<file path="src/rtl/renkon_serial_drain_pkg.sv">
// Shared definitions for the renkon serial-output drain path.
//   DEF_DWIDTH  : default data word width of the serial memory
//   DEF_OUTSIZE : default address width of the serial memory (also width of total)
//   DEF_WORDS   : default physical depth of the serial memory
//   issue_allowed() : read-issue gate for the 2-entry skid FIFO
package renkon_serial_drain_pkg;

  localparam int DEF_DWIDTH  = 16;
  localparam int DEF_OUTSIZE = 8;
  localparam int DEF_WORDS   = 150;

  // A read issued now lands in the FIFO two edges later. Allow it only if the
  // FIFO occupancy after this cycle's pop, plus the read already in flight,
  // leaves room for one more word.
  function automatic logic issue_allowed(input logic [1:0] count,
                                         input logic       pop,
                                         input logic       inflight);
    return (int'(count) - int'(pop) + int'(inflight)) <= 1;
  endfunction

endpackage

</file>
<file path="src/rtl/renkon_serial_drain_if.sv">
// Valid/ready word stream from the renkon serial drain toward the ninjin
// output path.
//   out_data  : signed stream word
//   out_valid : word on out_data is valid
//   out_ready : sink accepts the word this cycle
// master = drain side, slave = sink side.
interface renkon_serial_drain_if
  import renkon_serial_drain_pkg::*;
#(
  parameter int DWIDTH = DEF_DWIDTH
) ();

  logic signed [DWIDTH-1:0] out_data;
  logic                     out_valid;
  logic                     out_ready;

  modport master (output out_data, output out_valid, input out_ready);
  modport slave  (input out_data, input out_valid, output out_ready);

endinterface

</file>
<file path="src/rtl/renkon_skid_fifo2.sv">
// Two-entry synchronous FIFO used to hide a one-cycle memory read latency.
//   clk, rst : clock, synchronous active-high reset
//   push/din : write din at the tail (dropped only if full without a pop)
//   pop      : remove the head (ignored when empty)
//   head     : current head word
//   count    : occupancy, 0..2
// Push and pop in the same cycle keep the count and preserve order.
module renkon_skid_fifo2
  import renkon_serial_drain_pkg::*;
#(
  parameter int DWIDTH = DEF_DWIDTH
) (
  input  logic                     clk,
  input  logic                     rst,
  input  logic                     push,
  input  logic signed [DWIDTH-1:0] din,
  input  logic                     pop,
  output logic signed [DWIDTH-1:0] head,
  output logic [1:0]               count
);

  logic signed [DWIDTH-1:0] slot_q [2];
  logic                     rd_ptr_q;
  logic                     wr_ptr_q;
  logic [1:0]               count_q;
  logic                     do_push;
  logic                     do_pop;

  assign do_pop  = pop && (count_q != 2'd0);
  assign do_push = push && ((count_q != 2'd2) || do_pop);

  // NOTE: sequential state uses non-blocking assignments so every register
  // samples the pre-edge values regardless of statement order.
  always_ff @(posedge clk) begin
    if (rst) begin
      // NOTE: the two data slots are reset too; they are only two words and
      // the head must read as zero straight out of reset.
      slot_q[0] <= '0;
      slot_q[1] <= '0;
      rd_ptr_q  <= 1'b0;
      wr_ptr_q  <= 1'b0;
      count_q   <= 2'd0;
    end else begin
      if (do_push) begin
        slot_q[wr_ptr_q] <= din;
        wr_ptr_q         <= ~wr_ptr_q;
      end
      if (do_pop) begin
        rd_ptr_q <= ~rd_ptr_q;
      end
      case ({do_push, do_pop})
        2'b10:   count_q <= count_q + 2'd1;
        2'b01:   count_q <= count_q - 2'd1;
        default: count_q <= count_q;
      endcase
    end
  end

  assign head  = slot_q[rd_ptr_q];
  assign count = count_q;

endmodule

</file>
<file path="src/rtl/renkon_serial_drain.sv">
// Read-side streamer for the renkon serial output memory.
// On start, reads words 0..n-1 (n = min(total, WORDS)) and emits them on a
// valid/ready stream; a 2-entry skid FIFO hides the one-cycle read latency so
// an always-ready sink sees one word per cycle.
//   clk, rst   : clock, synchronous active-high reset
//   start      : one-cycle pulse, accepted only in IDLE
//   total      : word count, sampled when start is accepted
//   mem_addr   : read address to the serial memory
//   mem_rdata  : read data, valid the cycle after mem_addr is presented
//   out_if     : master side of the output stream
//   busy       : high while draining (RUN)
//   done       : one-cycle pulse after the last handshake
module renkon_serial_drain
  import renkon_serial_drain_pkg::*;
#(
  parameter int DWIDTH  = DEF_DWIDTH,
  parameter int OUTSIZE = DEF_OUTSIZE,
  parameter int WORDS   = DEF_WORDS
) (
  input  logic                     clk,
  input  logic                     rst,
  input  logic                     start,
  input  logic [OUTSIZE-1:0]       total,
  output logic [OUTSIZE-1:0]       mem_addr,
  input  logic signed [DWIDTH-1:0] mem_rdata,
  renkon_serial_drain_if.master    out_if,
  output logic                     busy,
  output logic                     done
);

  localparam logic [1:0] IDLE = 2'd0;
  localparam logic [1:0] RUN  = 2'd1;
  localparam logic [1:0] FIN  = 2'd2;

  // Counters are one bit wider than total so n = 2^OUTSIZE-1 cannot wrap.
  localparam logic [OUTSIZE:0] ONE     = (OUTSIZE+1)'(1);
  localparam logic [OUTSIZE:0] WORDS_W = (OUTSIZE+1)'(WORDS);

  logic [1:0]               state_q;
  logic [OUTSIZE:0]         n_q;
  logic [OUTSIZE:0]         issued_q;
  logic [OUTSIZE:0]         emitted_q;
  logic [OUTSIZE-1:0]       addr_q;
  logic                     inflight_q;
  logic [OUTSIZE:0]         total_ext;
  logic [OUTSIZE:0]         n_start;
  logic [1:0]               fifo_count;
  logic signed [DWIDTH-1:0] fifo_head;
  logic                     hs;
  logic                     issue;

  // NOTE: every variable written in an always_comb gets a value on every
  // path, otherwise synthesis infers a latch.
  always_comb begin
    total_ext = {1'b0, total};
    n_start   = total_ext;
    if (total_ext > WORDS_W) begin
      n_start = WORDS_W;
    end
  end

  assign out_if.out_valid = (fifo_count != 2'd0);
  assign out_if.out_data  = fifo_head;
  assign hs               = out_if.out_valid & out_if.out_ready;

  assign issue = (state_q == RUN) && (issued_q < n_q) &&
                 issue_allowed(fifo_count, hs, inflight_q);

  // The memory registers the address at the next edge, so the issued address
  // is presented combinationally; otherwise the last address is held.
  assign mem_addr = issue ? issued_q[OUTSIZE-1:0] : addr_q;

  assign busy = (state_q == RUN);
  assign done = (state_q == FIN);

  always_ff @(posedge clk) begin
    if (rst) begin
      state_q    <= IDLE;
      n_q        <= '0;
      issued_q   <= '0;
      emitted_q  <= '0;
      addr_q     <= '0;
      inflight_q <= 1'b0;
    end else begin
      // Data for a read issued this cycle arrives next cycle and is pushed then.
      inflight_q <= issue;
      if (issue) begin
        issued_q <= issued_q + ONE;
        addr_q   <= issued_q[OUTSIZE-1:0];
      end
      case (state_q)
        IDLE: begin
          if (start) begin
            n_q       <= n_start;
            issued_q  <= '0;
            emitted_q <= '0;
            state_q   <= (n_start == '0) ? FIN : RUN;
          end
        end
        RUN: begin
          if (hs) begin
            emitted_q <= emitted_q + ONE;
            if (emitted_q == n_q - ONE) begin
              state_q <= FIN;
            end
          end
        end
        FIN:     state_q <= IDLE;
        default: state_q <= IDLE;
      endcase
    end
  end

  renkon_skid_fifo2 #(
    .DWIDTH (DWIDTH)
  ) u_fifo (
    .clk   (clk),
    .rst   (rst),
    .push  (inflight_q),
    .din   (mem_rdata),
    .pop   (hs),
    .head  (fifo_head),
    .count (fifo_count)
  );

endmodule

</file>
<file path="src/flat_wrapper.sv">
// flat-port wrapper written by rule: the top's interface ports become plain ports
module renkon_serial_drain_flat import renkon_serial_drain_pkg::*;
#(
  parameter int DWIDTH  = DEF_DWIDTH,
  parameter int OUTSIZE = DEF_OUTSIZE,
  parameter int WORDS   = DEF_WORDS
)
  (clk, rst, start, total, mem_addr, mem_rdata, busy, done, out_if_out_data, out_if_out_valid, out_if_out_ready);
  renkon_serial_drain_if #(.DWIDTH(DWIDTH)) out_if_i ();
  input  logic clk;
  input  logic rst;
  input  logic start;
  input  logic [OUTSIZE-1:0] total;
  output logic [OUTSIZE-1:0] mem_addr;
  input  logic signed [DWIDTH-1:0] mem_rdata;
  output logic busy;
  output logic done;
  output wire logic [$bits(out_if_i.out_data)-1:0] out_if_out_data;
  output wire logic [$bits(out_if_i.out_valid)-1:0] out_if_out_valid;
  input wire logic [$bits(out_if_i.out_ready)-1:0] out_if_out_ready;
  assign out_if_out_data = out_if_i.out_data;
  assign out_if_out_valid = out_if_i.out_valid;
  assign out_if_i.out_ready = out_if_out_ready;
  renkon_serial_drain #(.DWIDTH(DWIDTH), .OUTSIZE(OUTSIZE), .WORDS(WORDS)) u_core (.clk(clk), .rst(rst), .start(start), .total(total), .mem_addr(mem_addr), .mem_rdata(mem_rdata), .out_if(out_if_i), .busy(busy), .done(done));
endmodule
</file>
<file path="config.mk">
export PLATFORM = sky130hd
export DESIGN_NAME = renkon_serial_drain_flat
export DESIGN_NICKNAME = d
export VERILOG_FILES = /design/src/rtl/renkon_serial_drain_pkg.sv /design/src/rtl/renkon_serial_drain_if.sv /design/src/rtl/renkon_skid_fifo2.sv /design/src/rtl/renkon_serial_drain.sv /design/src/flat_wrapper.sv
export SDC_FILE = /design/constraint.sdc
export NUM_CORES = 1
export LEC_CHECK = 0
export BUFFER_PORTS_ARGS = -buffer_cell sky130_fd_sc_hd__buf_2
export CAP_MARGIN = 5
export CORE_MARGIN = 2
export CORE_UTILIZATION = 55
export CTS_CLUSTER_DIAMETER = 200
export DETAILED_ROUTE_END_ITERATION = 16
export GPL_ROUTABILITY_DRIVEN = 0
export GPL_TIMING_DRIVEN = 0
export PLACE_DENSITY = 0.8
export SETUP_SLACK_MARGIN = 0.4
export SLEW_MARGIN = 20
export SYNTH_ARGS = -nofsm -noshare
export SYNTH_HDL_FRONTEND = slang
export SYNTH_SLANG_ARGS = --single-unit
</file>
<file path="constraint.sdc">
create_clock -name clk -period 9.6 [get_ports clk]
set_input_delay 0.48 -clock clk [delete_from_list [all_inputs] [get_ports clk]]
set_output_delay 0.48 -clock clk [all_outputs]
set_load 0.02 [all_outputs]
</file>
==> summary.md, run 1 <==
| Metric | Value |
|---|---|
| Clock slew seen by the registers of the worst setup and hold paths | `80 ps` |
| Gate count after technology mapping | `368` |
| Number of setup violations in the final report | `0` |
| Total clock buffers created by CTS | `9` |
| Clock tree from TritonCTS | `done` |
| Worst vdd ir | `0.0000922 V` |
| Total Routing Usage GR | `0.216` |
| Unrepaired setup endpoints after global routing | `false` |
| Largest fanout on the critical path | `10` |
| Largest net degree at the start of global routing | `17` |
| Antenna-violating nets left | `0` |
| Area share of the leading cell type in the synthesized netlist | `0.251` |
| Total negative slack | `0 ps` |
| Placeable Area | `6760 um^2` |
| Power density over the cells | `169 nW/um^2` |
| Tot Pwr | `752 uW` |
| Final critical-path share of the clock period | `0.449` |
| Number of cell rows | `30` |
| Number of buffers inserted by port buffering | `54` |
| Number of design rule violations left after detail routing | `0` |
| TritonCTS Sinks | `74` |
| Vias/cell | `5.54` |
| Post-route minimum period | `4310 ps` |
| Reg2reg setup slack | `6020 ps` |
| Synthesis warning total | `0` |
| Run status | `completed` |
| Number of detailed-route iterations in the first pass | `4` |
| Average wire per cell in the routed design | `14.9 um` |
| Max-slew violation count | `0` |
| Antenna Diode Count | `0` |
| Layout Skew | `10.6 ps` |
| Distinct cells, synth | `55` |
| Count of filler cells inserted in the layout | `535` |
| GRT overflow | `0` |
| Count of flip-flops with a built-in enable after synthesis | `32` |
| Buffer type at the clock tree root | `sky130_fd_sc_hd__clkbuf_8` |
| DIE HEIGHT | `87.4 um` |
| Critical Path End Type | `output pin` |
| Synth-to-layout area growth | `16.6%` |
| Net count after synthesis | `415` |
| Wire length of the first global-routing pass | `12800 um` |
| Most area-consuming cells after synthesis | `sky130_fd_sc_hd__edfxtp_1 25%, sky130_fd_sc_hd__dfxtp_1 22%, sky130_fd_sc_hd__mux2_2 6.8%, sky130_fd_sc_hd__ha_1 6.2%, sky130_fd_sc_hd__and2_1 5.4%` |
| Worst-Skew Late Latency | `350 ps` |
| Top cell type by total area after synthesis | `sky130_fd_sc_hd__edfxtp_1` |
| Number of post-CTS setup repair buffers | `0` |
| Count of cells along the worst register-to-register path | `17` |
| CP Class | `reg -> out` |
| Final HPWL DP | `5680 um` |
| Nets | `481` |
| Vias | `2877` |
| Reg-to-reg critical path endpoint | `u_core.addr_q[6]$_SDFF_PP0_` |
| Count of pins on the block boundary | `55` |
| Number of hold-slack violations in the final timing report | `0` |
| Hold/Removal Path Class | `in -> reg` |
| Number of storage elements in the synthesis netlist | `74` |
| Pin slew with the least headroom to its limit | `809 ps` |
| Post-cts hold buffer count | `0` |
| H-tree levels | `3` |
| Average cell area after synthesis | `10.4 um^2` |
| Most used DFF post-synth | `sky130_fd_sc_hd__dfxtp_1` |
| Post-cts repair resize count | `0` |
| P_leak | `0.00186 uW` |
| Vias in the first global route | `2773` |
| Worst slew margin relative to its limit | `0.459` |
| Netlist area before placement | `3820 um^2` |
| Die width | `87.4 um` |
| Maximum achievable frequency | `0.232 GHz` |
| Worst reg2reg startpoint | `u_core.u_fifo.count[1]$_SDFFE_PP0P_` |
| Worst Setup Start Kind | `register` |
| Effective utilization at floorplan | `0.566` |
| Total Routed Length | `7730 um` |
| CP endpoint | `mem_addr[6]` |
| Layout cells sized above 1 | `0.257` |
| Max Cap Viol | `0` |
| Part of the Yosys area used for sequential elements | `0.471` |
| Maximum buffer depth of the clock tree | `2` |
| CP arrival | `3830 ps` |
| Worst Hold Margin | `364 ps` |
| Total die area | `7640 um^2` |
| Iter 0 DRT Violations | `167` |
| CP startpoint | `u_core.u_fifo.count[1]$_SDFFE_PP0P_` |
| Startpoint of the tightest hold check path | `total[0]` |
| Antenna violations before repair | `0` |
| Proportion of synthesized flip-flops having asynchronous set or reset | `0` |
| Required time of the critical path | `9120 ps` |
## synthesized netlist by cell type, types with 3 or more instances
master and number:
sky130_fd_sc_hd__edfxtp_1 32, sky130_fd_sc_hd__nor2_1 31, sky130_fd_sc_hd__mux2_2 23, sky130_fd_sc_hd__a21oi_1 14
sky130_fd_sc_hd__a21o_1 3, sky130_fd_sc_hd__nand4_1 3, sky130_fd_sc_hd__nand3_1 11, sky130_fd_sc_hd__nand2_1 19
sky130_fd_sc_hd__xnor2_1 6, sky130_fd_sc_hd__xor2_1 13, sky130_fd_sc_hd__a221oi_1 4, sky130_fd_sc_hd__nor3_1 6
sky130_fd_sc_hd__or3_1 5, sky130_fd_sc_hd__inv_1 20, sky130_fd_sc_hd__or2_2 6, sky130_fd_sc_hd__ha_1 19
sky130_fd_sc_hd__nand2b_1 6, sky130_fd_sc_hd__o21ai_0 10, sky130_fd_sc_hd__nand3b_1 3, sky130_fd_sc_hd__dfxtp_1 42
sky130_fd_sc_hd__and2_1 33, sky130_fd_sc_hd__nor2b_1 10, sky130_fd_sc_hd__clkbuf_1 8
## registers in the layout (all words and copies together) (netlist names), named ones only
register,cells
u_core.u_fifo.slot_q,32
u_core.state_q,2
u_core.n_q,8
u_core.u_fifo.rd_ptr_q,1
u_core.inflight_q,1
u_core.addr_q,8
u_core.u_fifo.count,2
u_core.issued_q,9
u_core.emitted_q,9
u_core.u_fifo.wr_ptr_q,1
## metal layers
| metal | track usage | vias up | wire [um] |
|---|---|---|---|
| met3 | 0.0455 | 11 | 412 |
| met5 | 0 | - | 0 |
| met1 | 0.267 | 1362 | 3330 |
| met2 | 0.369 | 81 | 3880 |
| met4 | 0.0783 | 0 | 99 |
| li1 | - | 1423 | - |
## worst max-delay path, cell delays in order, from the launching register on
cell and delay [ps]:
sky130_fd_sc_hd__dfxtp_1 340, sky130_fd_sc_hd__inv_1 180, sky130_fd_sc_hd__nand2_1 110, sky130_fd_sc_hd__and2_1 170, sky130_fd_sc_hd__clkbuf_1 180, sky130_fd_sc_hd__ha_1 280, sky130_fd_sc_hd__ha_1 270, sky130_fd_sc_hd__inv_1 60
sky130_fd_sc_hd__ha_1 130, sky130_fd_sc_hd__inv_1 40, sky130_fd_sc_hd__ha_1 170, sky130_fd_sc_hd__nor4b_2 220, sky130_fd_sc_hd__a21oi_1 150, sky130_fd_sc_hd__a211oi_4 270, sky130_fd_sc_hd__o21ai_2 200, sky130_fd_sc_hd__buf_6 200
sky130_fd_sc_hd__mux2_1 330, sky130_fd_sc_hd__buf_2 170
## through the flow
step	setup slack, ps	instance area [um^2]	utilization	instances
after global routing	5010	4460	0.660	519
after global placement	5770	4200	0.621	502
after CTS	5270	4460	0.660	519
final	5290	4460	0.660	519
after detailed placement	5670	4210	0.623	503
after floorplan	5990	3820	-	368
## cell type report
type	count	area, um^2	area share
plain buffers	11	48.8	0.0109
clock buffers	9	124	0.0278
clock inverters	7	125	0.0281
inverters	20	75.1	0.0168
multi-input cells	263	1900	0.427
flip-flops and latches	74	1800	0.404
well taps	80	100	0.0224
repair buffers	55	282	0.0631
## report_power, final
group / internal [uW] / switching, uW
sequential: 341 / 9.06
clock: 175 / 125
combinational: 42.5 / 59.4
## cell usage in the layout, fill, tap and decap left out, types with 3 or more instances in the layout
master / Yosys / routed
sky130_fd_sc_hd__clkbuf_1: 8 / 8
sky130_fd_sc_hd__clkbuf_8: 0 / 9
sky130_fd_sc_hd__buf_2: 0 / 54
sky130_fd_sc_hd__nand2b_1: 6 / 6
sky130_fd_sc_hd__xnor2_1: 6 / 6
sky130_fd_sc_hd__inv_1: 20 / 20
sky130_fd_sc_hd__nand3_1: 11 / 11
sky130_fd_sc_hd__xor2_1: 13 / 13
sky130_fd_sc_hd__nor3_1: 6 / 6
sky130_fd_sc_hd__ha_1: 19 / 19
sky130_fd_sc_hd__nand4_1: 3 / 3
sky130_fd_sc_hd__or2_2: 6 / 6
sky130_fd_sc_hd__nand2_1: 19 / 19
sky130_fd_sc_hd__nor2_1: 31 / 31
sky130_fd_sc_hd__bufinv_16: 0 / 3
sky130_fd_sc_hd__or3_1: 5 / 5
sky130_fd_sc_hd__a221oi_1: 4 / 4
sky130_fd_sc_hd__a21o_1: 3 / 3
sky130_fd_sc_hd__and2_1: 33 / 33
sky130_fd_sc_hd__a21oi_1: 14 / 14
sky130_fd_sc_hd__mux2_2: 23 / 23
sky130_fd_sc_hd__edfxtp_1: 32 / 32
sky130_fd_sc_hd__o21ai_0: 10 / 10
sky130_fd_sc_hd__nor2b_1: 10 / 10
sky130_fd_sc_hd__dfxtp_1: 42 / 42
sky130_fd_sc_hd__nand3b_1: 3 / 3
## worst min-delay path by stage
stage	endpoint	cells after the start
2_1_floorplan	u_core.issued_q[8]$_SDFF_PP0_	1
3_3_place_gp	u_core.issued_q[8]$_SDFF_PP0_	1
3_5_place_dp	u_core.issued_q[8]$_SDFF_PP0_	1
4_1_cts	u_core.n_q[3]$_SDFFE_PP0P_	3
5_1_grt	u_core.n_q[3]$_SDFFE_PP0P_	3
6_report	u_core.n_q[0]$_SDFFE_PP0P_	3
## kinds of logic (layout without fill, tap and decap cells)
group	after synthesis	in the layout	share of synthesized area
simple gates	147	147	0.214
xor+xnor	19	19	0.0435
buf+inv	31	102	0.0324
flops	74	74	0.471
mux	26	26	0.0759
compound gates	52	52	0.101
fa+ha+maj	19	19	0.0622
(Power assumes the default switching activity.)
==> inputs of run 2 (changes only) <==
ABC_AREA = 1   (was not set)
clock period = 4.3 ns   (was 9.6 ns; I/O delays follow)
==> run 2 against run 1 <==
Compared with the run above: flip-flop and latch count stayed put; clock power rose by 120%; global-route usage is 0.31 points higher; sequential share of layout area shrank 1.3 points; critical path type unchanged; die area rose by 3.8%; non-clock buffer count shrank 3; power rose to 3.1 times the previous value; register-to-register slack got worse by 4600 ps.
==> summary.md, run 2 <==
| Metric | Value |
|---|---|
| Number of cell rows | `31` |
| Most area-consuming cells after synthesis | `sky130_fd_sc_hd__edfxtp_1 24%, sky130_fd_sc_hd__dfxtp_1 21%, sky130_fd_sc_hd__inv_1 7.3%, sky130_fd_sc_hd__nand2_1 7.1%, sky130_fd_sc_hd__nor2_1 6.7%` |
| Count of cells along the worst register-to-register path | `14` |
| Number of setup violations in the final report | `0` |
| Buffer type at the clock tree root | `sky130_fd_sc_hd__clkbuf_8` |
| Run status | `completed` |
| Post-Synth Simple-Gate Area | `0.248` |
| Count of pins on the block boundary | `55` |
| Distinct cells, synth | `38` |
| Worst slew margin relative to its limit | `0.539` |
| GRT overflow | `0` |
| Terminating pin of the worst hold path | `u_core.n_q[6]$_SDFFE_PP0P_` |
| Number of design rule violations left after detail routing | `0` |
| Synthesis warning total | `0` |
| Number of post-CTS setup repair buffers | `0` |
| CP Class | `reg -> out` |
| Top cell type by total area after synthesis | `sky130_fd_sc_hd__edfxtp_1` |
| CP arrival | `3270 ps` |
| TritonCTS Sinks | `74` |
| Chain of cells forming the critical path | `inv_1 > a21oi_4 > ha_1 > ha_1 > inv_1 > ha_1 > inv_1 > ha_1 > nand3_1 > o21bai_2 > nand2_4 > buf_6 > o21ai_2 > inv_1 > buf_2` |
| Dominant combinational cell family by area after synthesis | `simple AND/OR/NAND/NOR gates` |
| Final critical-path share of the clock period | `0.809` |
| Worst reg2reg startpoint | `u_core.u_fifo.count[1]$_SDFFE_PP0P_` |
| Vias in the first global route | `3211` |
| Most used standard cells in the synthesized netlist | `77 x sky130_fd_sc_hd__inv_1, 75 x sky130_fd_sc_hd__nand2_1, 71 x sky130_fd_sc_hd__nor2_1` |
| Power density over the cells | `502 nW/um^2` |
| Wire length of the first global-routing pass | `13400 um` |
| Final non-filler cell total | `648` |
| Number of buffers inserted by port buffering | `54` |
| Iter 0 DRT Violations | `147` |
| Adder and majority cell fraction of the synthesized area | `0.0598` |
| Clock slew seen by the registers of the worst setup and hold paths | `80 ps` |
| Vias/cell | `5.09` |
| P_leak | `0.00223 uW` |
| Post-cts hold buffer count | `0` |
| Reg2reg setup slack | `1420 ps` |
| Top library cells by usage in the layout, fill and taps aside | `77 x sky130_fd_sc_hd__inv_1, 75 x sky130_fd_sc_hd__nand2_1, 71 x sky130_fd_sc_hd__nor2_1` |
| Most used DFF post-synth | `sky130_fd_sc_hd__dfxtp_1` |
| Antenna violations before repair | `0` |
| Layout cells sized above 1 | `0.226` |
| Antenna-violating nets left | `0` |
| Die width | `89.0 um` |
| Worst-Skew Late Latency | `350 ps` |
| Unrepaired setup endpoints after global routing | `false` |
| Effective utilization at floorplan | `0.557` |
| Worst Setup Start Kind | `register` |
| Post-route minimum period | `3480 ps` |
| Largest fanout on the critical path | `10` |
| Netlist area before placement | `3980 um^2` |
| Placed Cells | `632` |
| Count of flip-flops with a built-in enable after synthesis | `32` |
| Number of detailed-route iterations in the first pass | `4` |
| Total Routing Usage GR | `0.219` |
| H-tree levels | `3` |
| Number of instances on the worst hold path | `3` |
| Net count after synthesis | `526` |
| Area share of the leading cell type in the synthesized netlist | `0.242` |
| Worst vdd ir | `0.000375 V` |
| Fraction of the core area covered by cells at the end of the flow | `0.646` |
| Maximum achievable frequency | `0.287 GHz` |
| Most flops, register | `u_core.u_fifo.slot_q` |
| Biggest regs | `u_core.u_fifo.slot_q: 32 flops, u_core.emitted_q: 9 flops, u_core.issued_q: 9 flops` |
| Parity-gate share of the synthesized area counting xor and xnor cells | `0.0176` |
| Total Routed Length | `8110 um` |
| Commonest non-fill, non-tap cell in the layout | `sky130_fd_sc_hd__inv_1` |
| Number of storage elements in the synthesis netlist | `74` |
| Total negative slack | `0 ps` |
| Worst stage delay on the critical path | `380 ps` |
| Cell with the largest stage delay on the worst path | `sky130_fd_sc_hd__dfxtp_1` |
| Nets | `591` |
| Mux cell area share after synthesis | `0.0453` |
| Tot Pwr | `2320 uW` |
| Average wire per cell in the routed design | `12.5 um` |
| Post-cts repair resize count | `0` |
| Count of filler cells inserted in the layout | `614` |
| Layout Skew | `6.47 ps` |
| Synth Area in Compound Gates | `0.0874` |
| Max-slew violation count | `0` |
| Part of the Yosys area used for sequential elements | `0.453` |
| Standard cell area after detailed placement | `4370 um^2` |
| Number of hold-slack violations in the final timing report | `0` |
| Max Cap Viol | `0` |
| Pin slew with the least headroom to its limit | `690 ps` |
| Proportion of synthesized flip-flops having asynchronous set or reset | `0` |
| Required time of the critical path | `4090 ps` |
| Antenna Diode Count | `0` |
| Total clock buffers created by CTS | `9` |
| Placeable Area | `7140 um^2` |
| Largest net degree at the start of global routing | `17` |
| Total die area | `7930 um^2` |
| Leading cell type by number of instances after synthesis | `sky130_fd_sc_hd__inv_1` |
| Startpoint of the tightest hold check path | `total[6]` |
| Average cell area after synthesis | `8.30 um^2` |
| DIE HEIGHT | `89.0 um` |
| Vias | `3300` |
| Reg-to-reg critical path endpoint | `u_core.addr_q[5]$_SDFF_PP0_` |
| Maximum buffer depth of the clock tree | `2` |
| Gate count after technology mapping | `479` |
| Clock tree from TritonCTS | `done` |
| Largest register FFs | `32` |
| Final instance area | `4610 um^2` |
| Critical Path End Type | `output pin` |
| Synth-to-layout area growth | `15.9%` |
| Final HPWL DP | `6050 um` |
| Hold/Removal Path Class | `in -> reg` |
[run 2: how the worst max path moves through the flow]
stage                                        start           to  slack [ps]  cells past startpoint
2_1_floorplan  u_core.u_fifo.count[0]$_SDFFE_PP0P_  mem_addr[6]        1580                     15
3_3_place_gp   u_core.u_fifo.count[1]$_SDFFE_PP0P_  mem_addr[6]        1260                     15
3_5_place_dp   u_core.u_fifo.count[1]$_SDFFE_PP0P_  mem_addr[5]        1210                     15
4_1_cts        u_core.u_fifo.count[1]$_SDFFE_PP0P_  mem_addr[5]         820                     15
5_1_grt        u_core.u_fifo.count[0]$_SDFFE_PP0P_  mem_addr[5]         560                     15
6_report       u_core.u_fifo.count[1]$_SDFFE_PP0P_  mem_addr[5]         820                     15
[run 2: kinds of logic (layout without fill, tap and decap cells)]
kind of cell    after synthesis  count (layout)
fa+ha+maj                    19              19
compound gates               56              56
flops                        74              74
mux                          16              16
buf+inv                      90             160
xor+xnor                      8               8
simple gates                216             216
[run 2: power by group]
part           switching (uW)  internal (uW)  leakage (uW)
Combinational             530            287       0.00144
Sequential               39.6            809      0.000673
Clock                     265            385      0.000120
Total                     835           1480       0.00223
[run 2: area by class of cell]
type	instances	area, um^2	area share
Clock inverter	7	116	0.0252
Tap cell	99	124	0.0269
Sequential cell	74	1800	0.391
Multi-Input combinational cell	315	1820	0.395
Clock buffer	9	124	0.0269
Buffer	9	51.3	0.0111
Inverter	81	304	0.0659
Timing Repair Buffer	54	270	0.0586
[run 2: worst max-delay path, delay by kind of cell, from the launching register on]
kind,cells,cell delay [ps]
and+or+nand+nor,2,210
DFF,1,380
buffers and inverters,6,600
AOI/OAI and AO/OA,3,870
adders and majority gates,4,860
[run 2: per-layer routing]
| layer | track usage | wire length [um] | share of wire | vias up |
|---|---|---|---|---|
| met4 | 0.109 | 141 | 0.017 | 0 |
| met5 | 0 | 0 | 0 | - |
| li1 | - | - | - | 1677 |
| met1 | 0.252 | 3410 | 0.42 | 1506 |
| met3 | 0.0351 | 445 | 0.055 | 15 |
| met2 | 0.393 | 4110 | 0.51 | 102 |
[run 2: metrics by stage]
stage                     setup slack, ps  hold slack (ps)
after global placement               1260              438
after detailed placement             1210              441
after global routing                  564              139
final                                 820              115
after floorplan                      1580              293
after CTS                             823              107
==> inputs of run 3 (changes only) <==
ABC_AREA = 0   (was 1)
clock period = 3.65 ns   (was 4.3 ns; I/O delays follow)
==> run 3 against run 2 <==
Compared with the run above: clock-buffer cell count stayed put; via count is 9.8% lower; cell area is 2.0% higher; critical path depth is 2 higher; power is 18% lower; utilization is 5.0 points higher; flip-flop and latch count stayed put; critical endpoint is now mem_addr[4]; largest cell class unchanged.
==> summary.md, run 3 (synthesis gave the netlist of run 1 again) <==
| Metric | Value |
|---|---|
| Worst-Skew Late Latency | `350 ps` |
| Run status | `completed` |
| DIE HEIGHT | `87.4 um` |
| Worst slew margin relative to its limit | `0.471` |
| Combinational share of power | `0.166` |
| Nets | `494` |
| Final non-filler cell total | `532` |
| Total Routing Usage GR | `0.228` |
| Clk pwr share | `0.351` |
| Vias | `2975` |
| Average wire per cell in the routed design | `15.6 um` |
| Effective utilization at floorplan | `0.566` |
| Die width | `87.4 um` |
| Total clock buffers created by CTS | `9` |
| Maximum buffer depth of the clock tree | `2` |
| Wire length of the first global-routing pass | `13300 um` |
| Switching power | `541 uW` |
| CP Class | `reg -> out` |
| Required time of the critical path | `3470 ps` |
| Placed Cells | `503` |
| Reg-to-reg critical path endpoint | `u_core.issued_q[7]$_SDFF_PP0_` |
| Max-slew violation count | `0` |
| Count of cells along the worst register-to-register path | `18` |
| Worst vdd ir | `0.000235 V` |
| Net Sw Frac | `0.283` |
| Antenna-violating nets left | `0` |
| Clock slew seen by the registers of the worst setup and hold paths | `80 ps` |
| Power density over the cells | `406 nW/um^2` |
| Layout cells sized above 1 | `0.316` |
| Total die area | `7640 um^2` |
| Count of filler cells inserted in the layout | `508` |
| Total Routed Length | `8300 um` |
| Final critical-path share of the clock period | `0.917` |
| Startpoint of the tightest hold check path | `total[3]` |
| Final instance area | `4700 um^2` |
| Count of pins on the block boundary | `55` |
| Number of design rule violations left after detail routing | `0` |
| Fraction of the core area covered by cells at the end of the flow | `0.696` |
| Total negative slack | `0 ps` |
| Iter 0 DRT Violations | `147` |
| Biggest regs | `u_core.u_fifo.slot_q: 32 flops, u_core.emitted_q: 9 flops, u_core.issued_q: 9 flops` |
| Terminating pin of the worst hold path | `u_core.n_q[3]$_SDFFE_PP0P_` |
| Placeable Area | `6760 um^2` |
| Critical Path End Type | `output pin` |
| Worst reg2reg startpoint | `u_core.u_fifo.count[0]$_SDFFE_PP0P_` |
| P_leak | `0.00193 uW` |
| CP arrival | `3160 ps` |
| Layout Skew | `4.77 ps` |
| Number of instances on the worst hold path | `3` |
| Max Cap Viol | `0` |
| TritonCTS Sinks | `74` |
| Top library cells by usage in the layout, fill and taps aside | `46 x sky130_fd_sc_hd__buf_2, 40 x sky130_fd_sc_hd__dfxtp_1, 32 x sky130_fd_sc_hd__and2_1, 32 x sky130_fd_sc_hd__edfxtp_1, 31 x sky130_fd_sc_hd__nor2_1` |
| Number of setup violations in the final report | `0` |
| Reg2reg setup slack | `550 ps` |
| Number of detailed-route iterations in the first pass | `4` |
| H-tree levels | `3` |
| Vias in the first global route | `2837` |
| Standard cell area after detailed placement | `4220 um^2` |
| Number of cell rows | `30` |
| Final HPWL DP | `5760 um` |
| Vias/cell | `5.59` |
| Pin slew with the least headroom to its limit | `792 ps` |
| Most flops, register | `u_core.u_fifo.slot_q` |
| Maximum achievable frequency | `0.299 GHz` |
| Antenna violations before repair | `0` |
| Number of buffers inserted by port buffering | `54` |
| Largest net degree at the start of global routing | `17` |
| Synth-to-layout area growth | `23.0%` |
| Post-route minimum period | `3350 ps` |
| Clock tree from TritonCTS | `done` |
| Buffer type at the clock tree root | `sky130_fd_sc_hd__clkbuf_8` |
| Largest register FFs | `32` |
| Portion of total power attributed to sequential cells | `0.482` |
| Worst Hold Margin | `62.3 ps` |
| Worst Setup Start Kind | `register` |
| Number of hold-slack violations in the final timing report | `0` |
| Largest fanout on the critical path | `7` |
| GRT overflow | `0` |
| Hold/Removal Path Class | `in -> reg` |
| Internal power of the cells | `1370 uW` |
| Unrepaired setup endpoints after global routing | `true` |
| Commonest non-fill, non-tap cell in the layout | `sky130_fd_sc_hd__buf_2` |
| Antenna Diode Count | `0` |
run 3: cell count changes in the layout (fill, tap and decap cells not counted), sizes merged, moves of 8 or more:
cell | before | now
a21oi | 26 | 14
and2 | 0 | 33
buf | 58 | 72
inv | 81 | 23
mux2 | 16 | 24
nand2 | 84 | 19
nand3 | 37 | 11
nor2 | 79 | 31
nor2b | 0 | 10
o21ai | 21 | 11
xor2 | 4 | 13
run 3: timing repair:
| action | in CTS | in global routing |
|---|---|---|
| setup endpoints to repair | 21 | 11 |
| setup buffers | 10 | 3 |
| resized for setup | 40 | 5 |
| pin swaps | 8 | 0 |
| hold buffers | 0 | 0 |
run 3: area by class of cell:
cell class / count / area (um^2) / share of cell area
Clock inverter: 7 / 86.3 / 0.0184
Tap cell: 80 / 100 / 0.0213
Inverter: 20 / 82.6 / 0.0176
Sequential cell: 74 / 1810 / 0.384
Clock buffer: 9 / 124 / 0.0263
Multi-Input combinational cell: 263 / 2000 / 0.426
Buffer: 11 / 60.1 / 0.0128
Timing Repair Buffer: 68 / 442 / 0.0939
run 3: worst max-delay path, cell delays in order (launching register included):
cell                       delay, ps
sky130_fd_sc_hd__dfxtp_4         360
sky130_fd_sc_hd__inv_4            60
sky130_fd_sc_hd__nand2_4          40
sky130_fd_sc_hd__and2_4          130
sky130_fd_sc_hd__buf_8           110
sky130_fd_sc_hd__ha_4            160
sky130_fd_sc_hd__ha_4            240
sky130_fd_sc_hd__inv_4            50
sky130_fd_sc_hd__ha_4            110
sky130_fd_sc_hd__inv_2            40
sky130_fd_sc_hd__ha_4            150
sky130_fd_sc_hd__nor4b_4         280
sky130_fd_sc_hd__a21oi_2         120
sky130_fd_sc_hd__a211oi_4        220
sky130_fd_sc_hd__o21ai_4         120
sky130_fd_sc_hd__buf_12          160
sky130_fd_sc_hd__mux2_4          310
sky130_fd_sc_hd__buf_6           130
run 3: layer usage:
layer / global-route usage / vias up / wire length [um] / part of all wire
met1: 0.287 / 1436 / 3580 / 0.43
met3: 0.0455 / 12 / 379 / 0.046
li1: - / 1453 / - / -
met2: 0.381 / 74 / 4210 / 0.51
met5: 0 / - / 0 / 0
met4: 0.0965 / 0 / 131 / 0.016
run 3: worst max-delay path by stage:
stage / startpoint / endpoint / slack (ps) / depth (start not counted)
CTS: u_core.u_fifo.count[0]$_SDFFE_PP0P_ / mem_addr[2] / 350 / 17
global placement: u_core.u_fifo.count[0]$_SDFFE_PP0P_ / mem_addr[6] / 250 / 17
floorplan: u_core.u_fifo.count[0]$_SDFFE_PP0P_ / u_core.addr_q[6]$_SDFF_PP0_ / 440 / 17
finish: u_core.u_fifo.count[0]$_SDFFE_PP0P_ / mem_addr[4] / 300 / 17
detailed placement: u_core.u_fifo.count[0]$_SDFFE_PP0P_ / mem_addr[6] / 180 / 17
global route: u_core.u_fifo.count[1]$_SDFFE_PP0P_ / mem_addr[4] / 190 / 17
run 3: power by group through the flow:
stage,combinational [uW],clock (uW),sequential [uW]
2_1_floorplan,195,0,933
3_3_place_gp,261,0,938
3_5_place_dp,272,0,941
4_1_cts,310,686,921
5_1_grt,344,727,926
6_report,318,672,922
run 3: stage by stage:
stage	power (uW)	setup slack, ps
2_1_floorplan	1130	438
3_3_place_gp	1200	253
3_5_place_dp	1210	176
4_1_cts	1920	350
5_1_grt	2000	194
6_report	1910	303
